## config.mk

```make
export PLATFORM = sky130hd
export DESIGN_NAME = exe_mem_pipe_reg
export DESIGN_NICKNAME = d
export VERILOG_FILES = /design/src/rtl/arm_pkg.sv /design/src/rtl/mem_wait_watchdog.sv /design/src/rtl/exe_mem_pipe_reg.sv
export SDC_FILE = /design/constraint.sdc
export NUM_CORES = 1
export LEC_CHECK = 0
export ABC_AREA = 1
export CAP_MARGIN = 30
export CELL_PAD_IN_SITES_DETAIL_PLACEMENT = 0
export CELL_PAD_IN_SITES_GLOBAL_PLACEMENT = 1
export CORE_MARGIN = 5
export CORE_UTILIZATION = 25
export CTS_BUF_LIST = sky130_fd_sc_hd__clkbuf_4 sky130_fd_sc_hd__clkbuf_8
export DETAILED_ROUTE_END_ITERATION = 12
export GPL_ROUTABILITY_DRIVEN = 0
export PLACE_DENSITY_LB_ADDON = 0.05
export SYNTH_ARGS = -nofsm -noshare
export SYNTH_HDL_FRONTEND = slang
export SYNTH_SLANG_ARGS = --single-unit
```

## constraint.sdc

```tcl
create_clock -name clk -period 3.93 [get_ports clk]
set_clock_uncertainty 0.2 [all_clocks]
set_input_delay 0.393 -clock clk [delete_from_list [all_inputs] [get_ports clk]]
set_output_delay 0.393 -clock clk [all_outputs]
set_load 0.05 [all_outputs]
```

## src/rtl/arm_pkg.sv

```systemverilog
// Shared widths, FSM state encoding and the EXE->MEM payload for the ARM pipeline.
package arm_pkg;

  localparam int unsigned REG_ADDR_W = 4;
  localparam int unsigned WORD_W     = 32;

  typedef enum logic {
    IDLE   = 1'b0,
    ACCESS = 1'b1
  } mem_wait_state_e;

  typedef struct packed {
    logic                  wb_en;
    logic                  mem_r_en;
    logic                  mem_w_en;
    logic [WORD_W-1:0]     alu_res;
    logic [WORD_W-1:0]     val_rm;
    logic [REG_ADDR_W-1:0] dest;
  } exe_mem_t;

endpackage

```

## src/rtl/mem_wait_watchdog.sv

```systemverilog
// Tracks how long the current memory op has been waiting and aborts it after TIMEOUT cycles.
// abort_c is combinational and lands in the same cycle as the offending mem_ready.
module mem_wait_watchdog
  import arm_pkg::*;
#(
  parameter int unsigned TIMEOUT = 16
) (
  input  logic clk,
  input  logic rst,
  input  logic mem_op,
  input  logic mem_ready,
  output logic abort_c,
  output logic mem_err,
  output logic err_sticky
);

  localparam int unsigned CNT_W = (TIMEOUT == 0) ? 1 : $clog2(TIMEOUT + 1);
  localparam int unsigned LAST  = (TIMEOUT == 0) ? 0 : TIMEOUT - 1;

  mem_wait_state_e  state, state_nxt;
  logic [CNT_W-1:0] wait_cnt, wait_cnt_nxt;
  logic             mem_err_nxt, err_sticky_nxt;

  assign abort_c = (TIMEOUT != 0) && mem_op && !mem_ready && (wait_cnt == CNT_W'(LAST));

  always_ff @(posedge clk or negedge rst) begin
    if (!rst) begin
      state      <= IDLE;
      wait_cnt   <= '0;
      mem_err    <= 1'b0;
      err_sticky <= 1'b0;
    end else begin
      state      <= state_nxt;
      wait_cnt   <= wait_cnt_nxt;
      mem_err    <= mem_err_nxt;
      err_sticky <= err_sticky_nxt;
    end
  end

  // Abort outranks both states; ready in the last allowed cycle is a normal completion.
  always_comb begin
    state_nxt      = state;
    wait_cnt_nxt   = wait_cnt;
    mem_err_nxt    = 1'b0;
    err_sticky_nxt = err_sticky;
    if (abort_c) begin
      state_nxt      = IDLE;
      wait_cnt_nxt   = '0;
      mem_err_nxt    = 1'b1;
      err_sticky_nxt = 1'b1;
    end else begin
      case (state)
        IDLE: begin
          wait_cnt_nxt = '0;
          if (mem_op && !mem_ready) begin
            state_nxt    = ACCESS;
            wait_cnt_nxt = CNT_W'(1);
          end
        end
        ACCESS: begin
          if (mem_ready) begin
            state_nxt    = IDLE;
            wait_cnt_nxt = '0;
          end else begin
            wait_cnt_nxt = wait_cnt + CNT_W'(1);
          end
        end
        default: begin
          state_nxt    = IDLE;
          wait_cnt_nxt = '0;
        end
      endcase
    end
  end

endmodule

```

## src/rtl/exe_mem_pipe_reg.sv

```systemverilog
// EXE->MEM pipeline register: holds the instruction while data memory is busy, freezes
// upstream stages, bounds each wait via the watchdog and counts stall cycles.
module exe_mem_pipe_reg
  import arm_pkg::*;
#(
  parameter int unsigned TIMEOUT     = 16,
  parameter int unsigned STALL_CNT_W = 32
) (
  input  logic                   clk,
  input  logic                   rst,
  input  logic                   wb_en_in,
  input  logic                   mem_r_en_in,
  input  logic                   mem_w_en_in,
  input  logic [WORD_W-1:0]      alu_res_in,
  input  logic [WORD_W-1:0]      val_Rm_in,
  input  logic [REG_ADDR_W-1:0]  dest_in,
  input  logic                   mem_ready,
  output logic                   wb_en_out,
  output logic                   mem_r_en_out,
  output logic                   mem_w_en_out,
  output logic [WORD_W-1:0]      alu_res_out,
  output logic [WORD_W-1:0]      val_Rm_out,
  output logic [REG_ADDR_W-1:0]  dest_out,
  output logic                   freeze_out,
  output logic                   mem_err,
  output logic                   err_sticky,
  output logic [STALL_CNT_W-1:0] stall_cycles
);

  exe_mem_t pipe_q;
  exe_mem_t pipe_in;
  logic     mem_op;
  logic     abort_c;

  assign pipe_in = '{wb_en:    wb_en_in,
                     mem_r_en: mem_r_en_in,
                     mem_w_en: mem_w_en_in,
                     alu_res:  alu_res_in,
                     val_rm:   val_Rm_in,
                     dest:     dest_in};

  assign mem_op     = pipe_q.mem_r_en | pipe_q.mem_w_en;
  assign freeze_out = mem_op & ~mem_ready & ~abort_c;

  mem_wait_watchdog #(
    .TIMEOUT(TIMEOUT)
  ) u_watchdog (
    .clk        (clk),
    .rst        (rst),
    .mem_op     (mem_op),
    .mem_ready  (mem_ready),
    .abort_c    (abort_c),
    .mem_err    (mem_err),
    .err_sticky (err_sticky)
  );

  // Pipeline register: loads every non-frozen edge, including the abort edge.
  always_ff @(posedge clk or negedge rst) begin
    if (!rst) begin
      pipe_q <= '0;
    end else if (!freeze_out) begin
      pipe_q <= pipe_in;
    end
  end

  always_ff @(posedge clk or negedge rst) begin
    if (!rst) begin
      stall_cycles <= '0;
    end else if (freeze_out && (stall_cycles != '1)) begin
      stall_cycles <= stall_cycles + STALL_CNT_W'(1);
    end
  end

  // Aborted instruction retires as a bubble: suppress its write-back.
  assign wb_en_out    = pipe_q.wb_en & ~abort_c;
  assign mem_r_en_out = pipe_q.mem_r_en;
  assign mem_w_en_out = pipe_q.mem_w_en;
  assign alu_res_out  = pipe_q.alu_res;
  assign val_Rm_out   = pipe_q.val_rm;
  assign dest_out     = pipe_q.dest;

endmodule

```

---- Word level (Yosys, flattened, before mapping) ----
Index checks and enable logic that the tools add are counted.
cells by class
  $add $sub $neg .......................... 2
  equal/unequal tests ..................... 2
  mux-type cells .......................... 9
  bitwise logic cells ..................... 7
  reductions and logical operators ........ 4
operators by type and width
  kind                                                              number
  32-bit by 1-bit adder with 32-bit output (second input constant)  1
  32-bit != test (second input constant)                            1
  5-bit 2-to-1 mux                                                  2
  5-bit one-hot mux with 2 select lines                             1
  5-bit by 1-bit adder with 5-bit output (second input constant)    1
  5-bit by 4-bit == test with 1-bit output (second input constant)  1
  1-bit 2-to-1 mux                                                  5
  1-bit AND                                                         3
  1-bit logical AND                                                 3
  1-bit inverter                                                    3
  1-bit one-hot mux with 2 select lines                             1
  1-bit logical NOT                                                 1
  1-bit bitwise OR                                                  1
storage, ports and cells
  register bits after elaboration ......... 111
  input bits .............................. 74

---- Depth between registers and ports, before layout ----
Gate-level depths: netlist (run 1).
  depth in word-level cells ............... 6
  gate-level depth with buffers ........... 11
  depth with buffers taken out ............ 10

---- Modules after synthesis ----
Synthesis (run 1) repeated with hierarchy kept, for this count alone.
unflattened totals
  cells, all modules ...................... 739
  area total of the unflattened synthesis .. 5654.2 um^2
modules (own cells, without submodules)
  module             times used  cells each  area each (um^2)
  exe_mem_pipe_reg   1           701         5303.8
  mem_wait_watchdog  1           38          350.3

---- Worst setup path after synthesis (run 1) ----
Ideal clock, no wire load.
  kind .................................... reg-to-output
  start point ............................. reg u_watchdog.wait_cnt[0]
  end point ............................... out freeze_out
  arrival time ............................ 1.907 ns
  required time ........................... 3.337 ns
  slack ................................... 1.430 ns
  stages on the path, launching flop included .. 8
  path buffers ............................ 1
  cell sequence ........................... dfrtp_1 ha_1 and3_1 ha_1 inv_1 nand3_1 inv_2 buf_1
on the way
  longest elaborated chain between the ends .. 4
ends and longest elaborated chain
  what                                      RTL line                 source
  start: declaration                        mem_wait_watchdog.sv:21  logic [CNT_W-1:0] wait_cnt, wait_cnt_nxt;
  start signal: assignment                  mem_wait_watchdog.sv:34  wait_cnt <= wait_cnt_nxt;
  5-bit by 4-bit == test with 1-bit output  mem_wait_watchdog.sv:24  assign abort_c = (TIMEOUT != 0) && mem_op && !mem_ready && (wait_cnt == CNT_W'(LAST));
  1-bit logical AND                         mem_wait_watchdog.sv:24
  1-bit inverter                            exe_mem_pipe_reg.sv:43   assign freeze_out = mem_op & ~mem_ready & ~abort_c;
  1-bit AND                                 exe_mem_pipe_reg.sv:43
  end: declaration                          exe_mem_pipe_reg.sv:24   output logic freeze_out,
Every way passes these cells.

---- Final worst setup path (run 1) ----
Same ends and word-level chain as after synthesis.

==> results of run 1 <==
==> registers in the layout (all words and copies together), names as in the netlist <==
name,flops
mem_w_en_out,1
u_watchdog.wait_cnt,5
alu_res_out,32
u_watchdog.mem_err,1
stall_cycles,32
u_watchdog.err_sticky,1
pipe_q,1
u_watchdog.state,1
mem_r_en_out,1
val_Rm_out,32
dest_out,4
==> power breakdown <==
group	switching (mW)	total, mW	internal [mW]
registers	0.0988	1.37	1.27
logic	0.738	1.10	0.365
clock network	0.448	0.823	0.375
total	1.28	3.29	2.01
==> kinds of logic after synthesis <==
group | synth area share
XOR/XNOR | 0.0248
AO/OA/AOI/OAI | 0.00841
buffers and inverters | 0.131
AND/OR/NAND/NOR | 0.338
adder cells (fa/ha/maj) | 0.00664
flip-flops | 0.491
==> cells in the final DEF, fill, tap and decap left out, types with 3 or more instances in the layout <==
| cell type | netlist | routed |
|---|---|---|
| buf_4 | 71 | 4 |
| clkbuf_8 | 0 | 9 |
| clkdlybuf4s50_1 | 0 | 177 |
| dfrtp_1 | 111 | 111 |
| ha_1 | 3 | 3 |
| inv_1 | 29 | 29 |
| nand2_1 | 399 | 399 |
| nand2_2 | 3 | 3 |
| nand3_1 | 20 | 19 |
| nor2_1 | 53 | 53 |
| o21ai_0 | 7 | 7 |
| xnor2_1 | 6 | 6 |
| xor2_1 | 10 | 10 |
==> what timing repair did <==
| item | CTS | global route |
|---|---|---|
| resized for setup | 0 | 0 |
| hold buffers | 1 | 0 |
| setup buffers | 0 | 0 |
| setup endpoints to repair | 0 | 0 |
| hold endpoints to repair | 64 | 0 |
==> final cells by class <==
type                    instances  area (µm²)  area share
inverters                      32         123      0.0163
flip-flops and latches        111        2780       0.369
multi-input cells             515        2150       0.285
well taps                     285         357      0.0474
repair buffers                185        1880       0.250
clock buffers                   9         124      0.0165
clock inverters                 7         113      0.0150
==> worst max-delay path by stage <==
stage / start / to / slack, ns / cells after the start
floorplan: u_watchdog.wait_cnt[0] / freeze_out / 1.43 / 7
global placement: u_watchdog.wait_cnt[0] / stall_cycles[27] / 0.72 / 10
detailed placement: u_watchdog.wait_cnt[0] / stall_cycles[22] / 0.62 / 10
CTS: u_watchdog.wait_cnt[0] / stall_cycles[22] / 0.57 / 10
global route: u_watchdog.wait_cnt[0] / stall_cycles[14] / 0.29 / 10
finish: u_watchdog.wait_cnt[0] / freeze_out / 0.71 / 7
==> worst max-delay path, stage by stage, from the launching register on <==
cell and delay (ns):
dfrtp_1 0.42, ha_1 0.22, and3_1 0.18, ha_1 0.17
inv_1 0.10, nand3_4 0.38, inv_2 0.54, buf_12 0.21
==> layer usage <==
metal  wire length [µm]  share of wire  vias up  GRT usage
met5                  0              0        -          0
met4                266          0.016        0     0.0356
met3               1350          0.081       16     0.0529
met2               8030           0.48      113      0.221
met1               7000           0.42     2139      0.155
li1                   -              -     2396          -
==> stage by stage <==
step                total power [mW]   util  cell area [µm²]
floorplan                       2.21      -             5650
finish                          3.29  0.335             7520
CTS                             3.37  0.334             7490
global placement                2.51  0.323             7240
global route                    3.49  0.335             7520
detailed placement              2.51  0.323             7240
==> synth_stat cells <==
library cell,n
buf_6,2
nor3b_1,1
inv_2,2
inv_4,1
nand2_1,399
nand3_1,20
o21ai_0,7
a21boi_0,1
nand2_2,3
xnor2_1,6
buf_2,6
nand2_4,1
or2_2,2
dfrtp_1,111
inv_1,29
nand3b_1,2
nor3_1,1
xor2_1,10
nor2_2,1
and3_1,1
nand4_1,1
buf_4,71
nor2_4,2
clkbuf_1,8
buf_1,1
nor2_1,53
ha_1,3
a21oi_1,1
==> impl_metrics.toml, run 1 <==
[timing]
slew_viol_final = 0
worst_hold_slack_ns = 0.281
hold_violations = 0
period_share = 0.819
timing.setup.tns_ns = 0
worst_slack_ns = 0.711
tightest_slew_ns = 0.576
grt_setup_unrepaired = "no"
relSlewSlack = 0.615
min_period_ns = 3.22
max_freq_ghz = 0.311
setup_violations = 0

[routing]
first_iter_violations = 149
route.detailed.drc = 0
ant_nets = 0
wl_um = 16600
dr.pass1.iters = 4
via_per_inst = 4.08
num_vias = 4664
wl_per_cell_um = 14.6

[yosys]
ys_types = 28
syn_nets = 823
synth_area_mm2 = 0.00565
synth_cells = 746
synth.top_cell.area_share = 0.491
ys_ff_latch = 111
ys_warn_count = 0
postSynthAreaPerCell_um2 = 7.58
synth.area.top_cells = "dfrtp_1 (49%), nand2_1 (26%), buf_4 (9.4%), nor2_1 (3.5%), inv_1 (1.9%)"
yosysTopAreaCell = "dfrtp_1"
ys_seq_area_frac = 0.491

[setup_path]
r2r_end = "stall_cycles[22]"
r2r_slack_ns = 0.74
r2r_cells = 10
start_kind = "flip-flop"
worstReg2RegStart = "u_watchdog.wait_cnt[0]"
crit_path_max_fanout = 39
cp-end-kind = "output pin"
critPathKind = "reg -> out"
arrival_ns = 2.63
cp_data_required_time_ns = 3.34

[floorplan]
start_util = 0.252
die-area_mm2 = 0.0257
die-width_um = 160
num_rows = 55
die_y_um = 160
coreArea_mm2 = 0.0224
io_pins = 180

[cts]
insertion_delay_ns = 0.39
ctsRootBufferMaster = "clkbuf_8"
numCtsBuffers = 9
clk_pin_slew_ns = 0.13
clock_path_buffers = 2
cts_tree = "yes"
clock-sinks = 111
htree_levels = 3

[layout]
finalNetCount = 931
fill_cells = 2392
antenna_cells = 0
stdcell_count = 1144
syn_to_final_growth_pct = 33.0
drive_gt1_frac = 0.0419

[placed_design]
dp_cells = 1126
numPortBuffers = 179
place_worst_setup_slack_ns = 0.618
dpl.hpwl_um = 12200

[min_path]
worstHoldEndpoint = "val_Rm_out[20]"
worstHoldPathType = "reg -> reg"
hp-start = "val_Rm_out[20]"
hold_depth = 2

[run_status]
status = "completed"

[flow_run]
drv_cap = 0

[power_and_ir_drop]
power.density_mw_per_mm2 = 438
peakVddDrop_uv = 212
power.leakage_nw = 3.52

[global_route]
grt_first_pass_wirelength_um = 26800
grt_usage = 0.131
grt_pass1_vias = 4858
grt_overflow = 0
grt_start_max_net_pins = 66
antenna_found_initial = 0
Power figures use the tool's default switching activity.
==> run 2: changes to the inputs <==
==> constraint.sdc (replaced) <==
create_clock -name clk -period 3.2 [get_ports clk]
set_clock_uncertainty 0.2 [all_clocks]
set_input_delay 0.32 -clock clk [delete_from_list [all_inputs] [get_ports clk]]
set_output_delay 0.32 -clock clk [all_outputs]
set_load 0.05 [all_outputs]
==> run 2 against run 1 <==
  * Hold slack worse by 0.030 ns
  * Die area unchanged
  * Critical path depth up 1
  * Combinational power up 23%
  * Sequential power up 23%
  * Sequential cell count unchanged
  * Cell count down 0.17%
  * Sequential share of layout area up 0.40 points
  * Via count up 0.47%
  * Clock-buffer cell count unchanged
  * Critical path type unchanged
==> impl_metrics.toml, run 2 (synthesis results as in run 1) <==
[floorplan]
io_pins = 180
die-width_um = 160
die-area_mm2 = 0.0257
die_y_um = 160
start_util = 0.252
num_rows = 55
coreArea_mm2 = 0.0224

[timing]
max_freq_ghz = 0.353
tightest_slew_ns = 0.717
grt_setup_unrepaired = "no"
period_share = 0.885
worst_slack_ns = 0.369
relSlewSlack = 0.522
hold_violations = 0
slew_viol_final = 0
setup_violations = 0
timing.setup.tns_ns = 0
min_period_ns = 2.83

[power_and_ir_drop]
power.leakage_nw = 3.48
peakVddDrop_uv = 204
power.density_mw_per_mm2 = 516
power_mw = 3.84

[setup_path]
critPathKind = "reg -> out"
crit_top_cell = "ha_1"
r2r_cells = 10
cp_data_required_time_ns = 2.68
critPathBufInv = 4
worst_path_largest_cell_delay_ns = 0.41
crit_family = "buffers and inverters"
worstPathCellList = "ha_1, and3_1, ha_1, inv_1, nand3_4, inv_2, buf_4, buf_12"
arrival_ns = 2.31
crit_path_max_fanout = 24
cp-end-kind = "output pin"
start_kind = "flip-flop"
critical-path-slowest-cell = "dfrtp_1"
worst-path-stages = 8

[layout]
layout_common_cells = "nand2_1 (399), clkdlybuf4s50_1 (176), dfrtp_1 (111)"
final_common_cell = "nand2_1"
drive_gt1_frac = 0.0397
antenna_cells = 0
postLayoutCellArea_mm2 = 0.00744
fill_cells = 2424
multi_input_area_mm2 = 0.00215
syn_to_final_growth_pct = 31.6
seqCellArea_mm2 = 0.00278
finalNetCount = 931

[cts]
insertion_delay_ns = 0.39
cts_tree = "yes"
clk_pin_slew_ns = 0.12
ctsRootBufferMaster = "clkbuf_8"
numCtsBuffers = 9
clock-sinks = 111
clock_path_buffers = 2
htree_levels = 3

[global_route]
grt_usage = 0.128
grt_use_met1 = 0.157
grt_overflow = 0
busiest_layer = "met2"
gr-usage-met2 = 0.212
grt_pass1_vias = 4723
grt_first_pass_wirelength_um = 26400
antenna_found_initial = 0
gr-usage-met3 = 0.0467
grt_start_max_net_pins = 69

[routing]
wl_per_cell_um = 14.5
dr.pass1.iters = 4
first_iter_violations = 173
wl_um = 16600
ant_nets = 0
route.detailed.drc = 0
num_vias = 4686
via_per_inst = 4.10

[placed_design]
dpl.hpwl_um = 12200
placed_cell_area_mm2 = 0.00725
place_worst_setup_slack_ns = 0.496
numPortBuffers = 179

[min_path]
worstHoldPathType = "in -> reg"
hold_depth = 3

[flow_run]
drv_cap = 0

[run_status]
status = "completed"
[run 2: final cells by class]
class                           instances  share of cell area
Multi-Input combinational cell        515               0.289
Tap cell                              285              0.0479
Clock buffer                            9              0.0167
Sequential cell                       111               0.373
Inverter                               32              0.0165
Timing Repair Buffer                  185               0.250
Clock inverter                          5             0.00656
[run 2: tightest hold or removal path, stage by stage]
cell	delay (ns)
clkdlybuf4s50_1	0.39
nand2_1	0.06
nand2_1	0.05
[run 2: timing repair]
action,CTS,global route
resized for setup,0,1
endpoints found under the setup margin,0,1
hold buffers,1,0
buffers inserted,0,0
hold endpoints to repair,47,0
[run 2: power breakdown]
part / switching, mW / total (mW) / internal, mW / leakage, nW
registers: 0.117 / 1.68 / 1.56 / 1.40
clock network: 0.523 / 0.808 / 0.285 / 0.0801
logic: 0.909 / 1.35 / 0.446 / 2.00
total: 1.55 / 3.84 / 2.29 / 3.48
[run 2: final timing paths]
check,to,from,slack (ns)
worst min-delay path,alu_res_out[13],alu_res_in[13],0.25
min in group asynchronous,stall_cycles[22],rst,0.30
max in group asynchronous,alu_res_out[23],rst,1.70
worst min register to register,val_Rm_out[12],val_Rm_out[12],0.28
worst max-delay path,freeze_out,u_watchdog.wait_cnt[0],0.37
worst max register to register,stall_cycles[18],u_watchdog.wait_cnt[0],0.67
[run 2: stage by stage]
stage	util	hold slack (ns)	cells
final	0.332	0.251	1142
after global routing	0.332	0.241	1142
after CTS	0.331	0.227	1142
after detailed placement	0.323	0.204	1127
after global placement	0.323	0.197	1127
after floorplan	-	-0.176	746
[run 2: layer usage]
layer,routed length (µm),vias up
met3,1330,16
met4,288,0
li1,-,2397
met5,0,-
met2,7880,116
met1,7110,2157
==> run 3: changes to the inputs <==
--- a/config.mk
+++ b/config.mk
@@ -15,6 +15,7 @@
 export DETAILED_ROUTE_END_ITERATION = 12
 export GPL_ROUTABILITY_DRIVEN = 0
 export PLACE_DENSITY_LB_ADDON = 0.05
+export SKIP_CTS_REPAIR_TIMING = 1
 export SYNTH_ARGS = -nofsm -noshare
 export SYNTH_HDL_FRONTEND = slang
 export SYNTH_SLANG_ARGS = --single-unit
==> results of run 3 <==
The final DEF is identical to that of run 2; final timing and power are the same.
Main changes from that run: via count of the first global-routing pass 4723 -> 4720
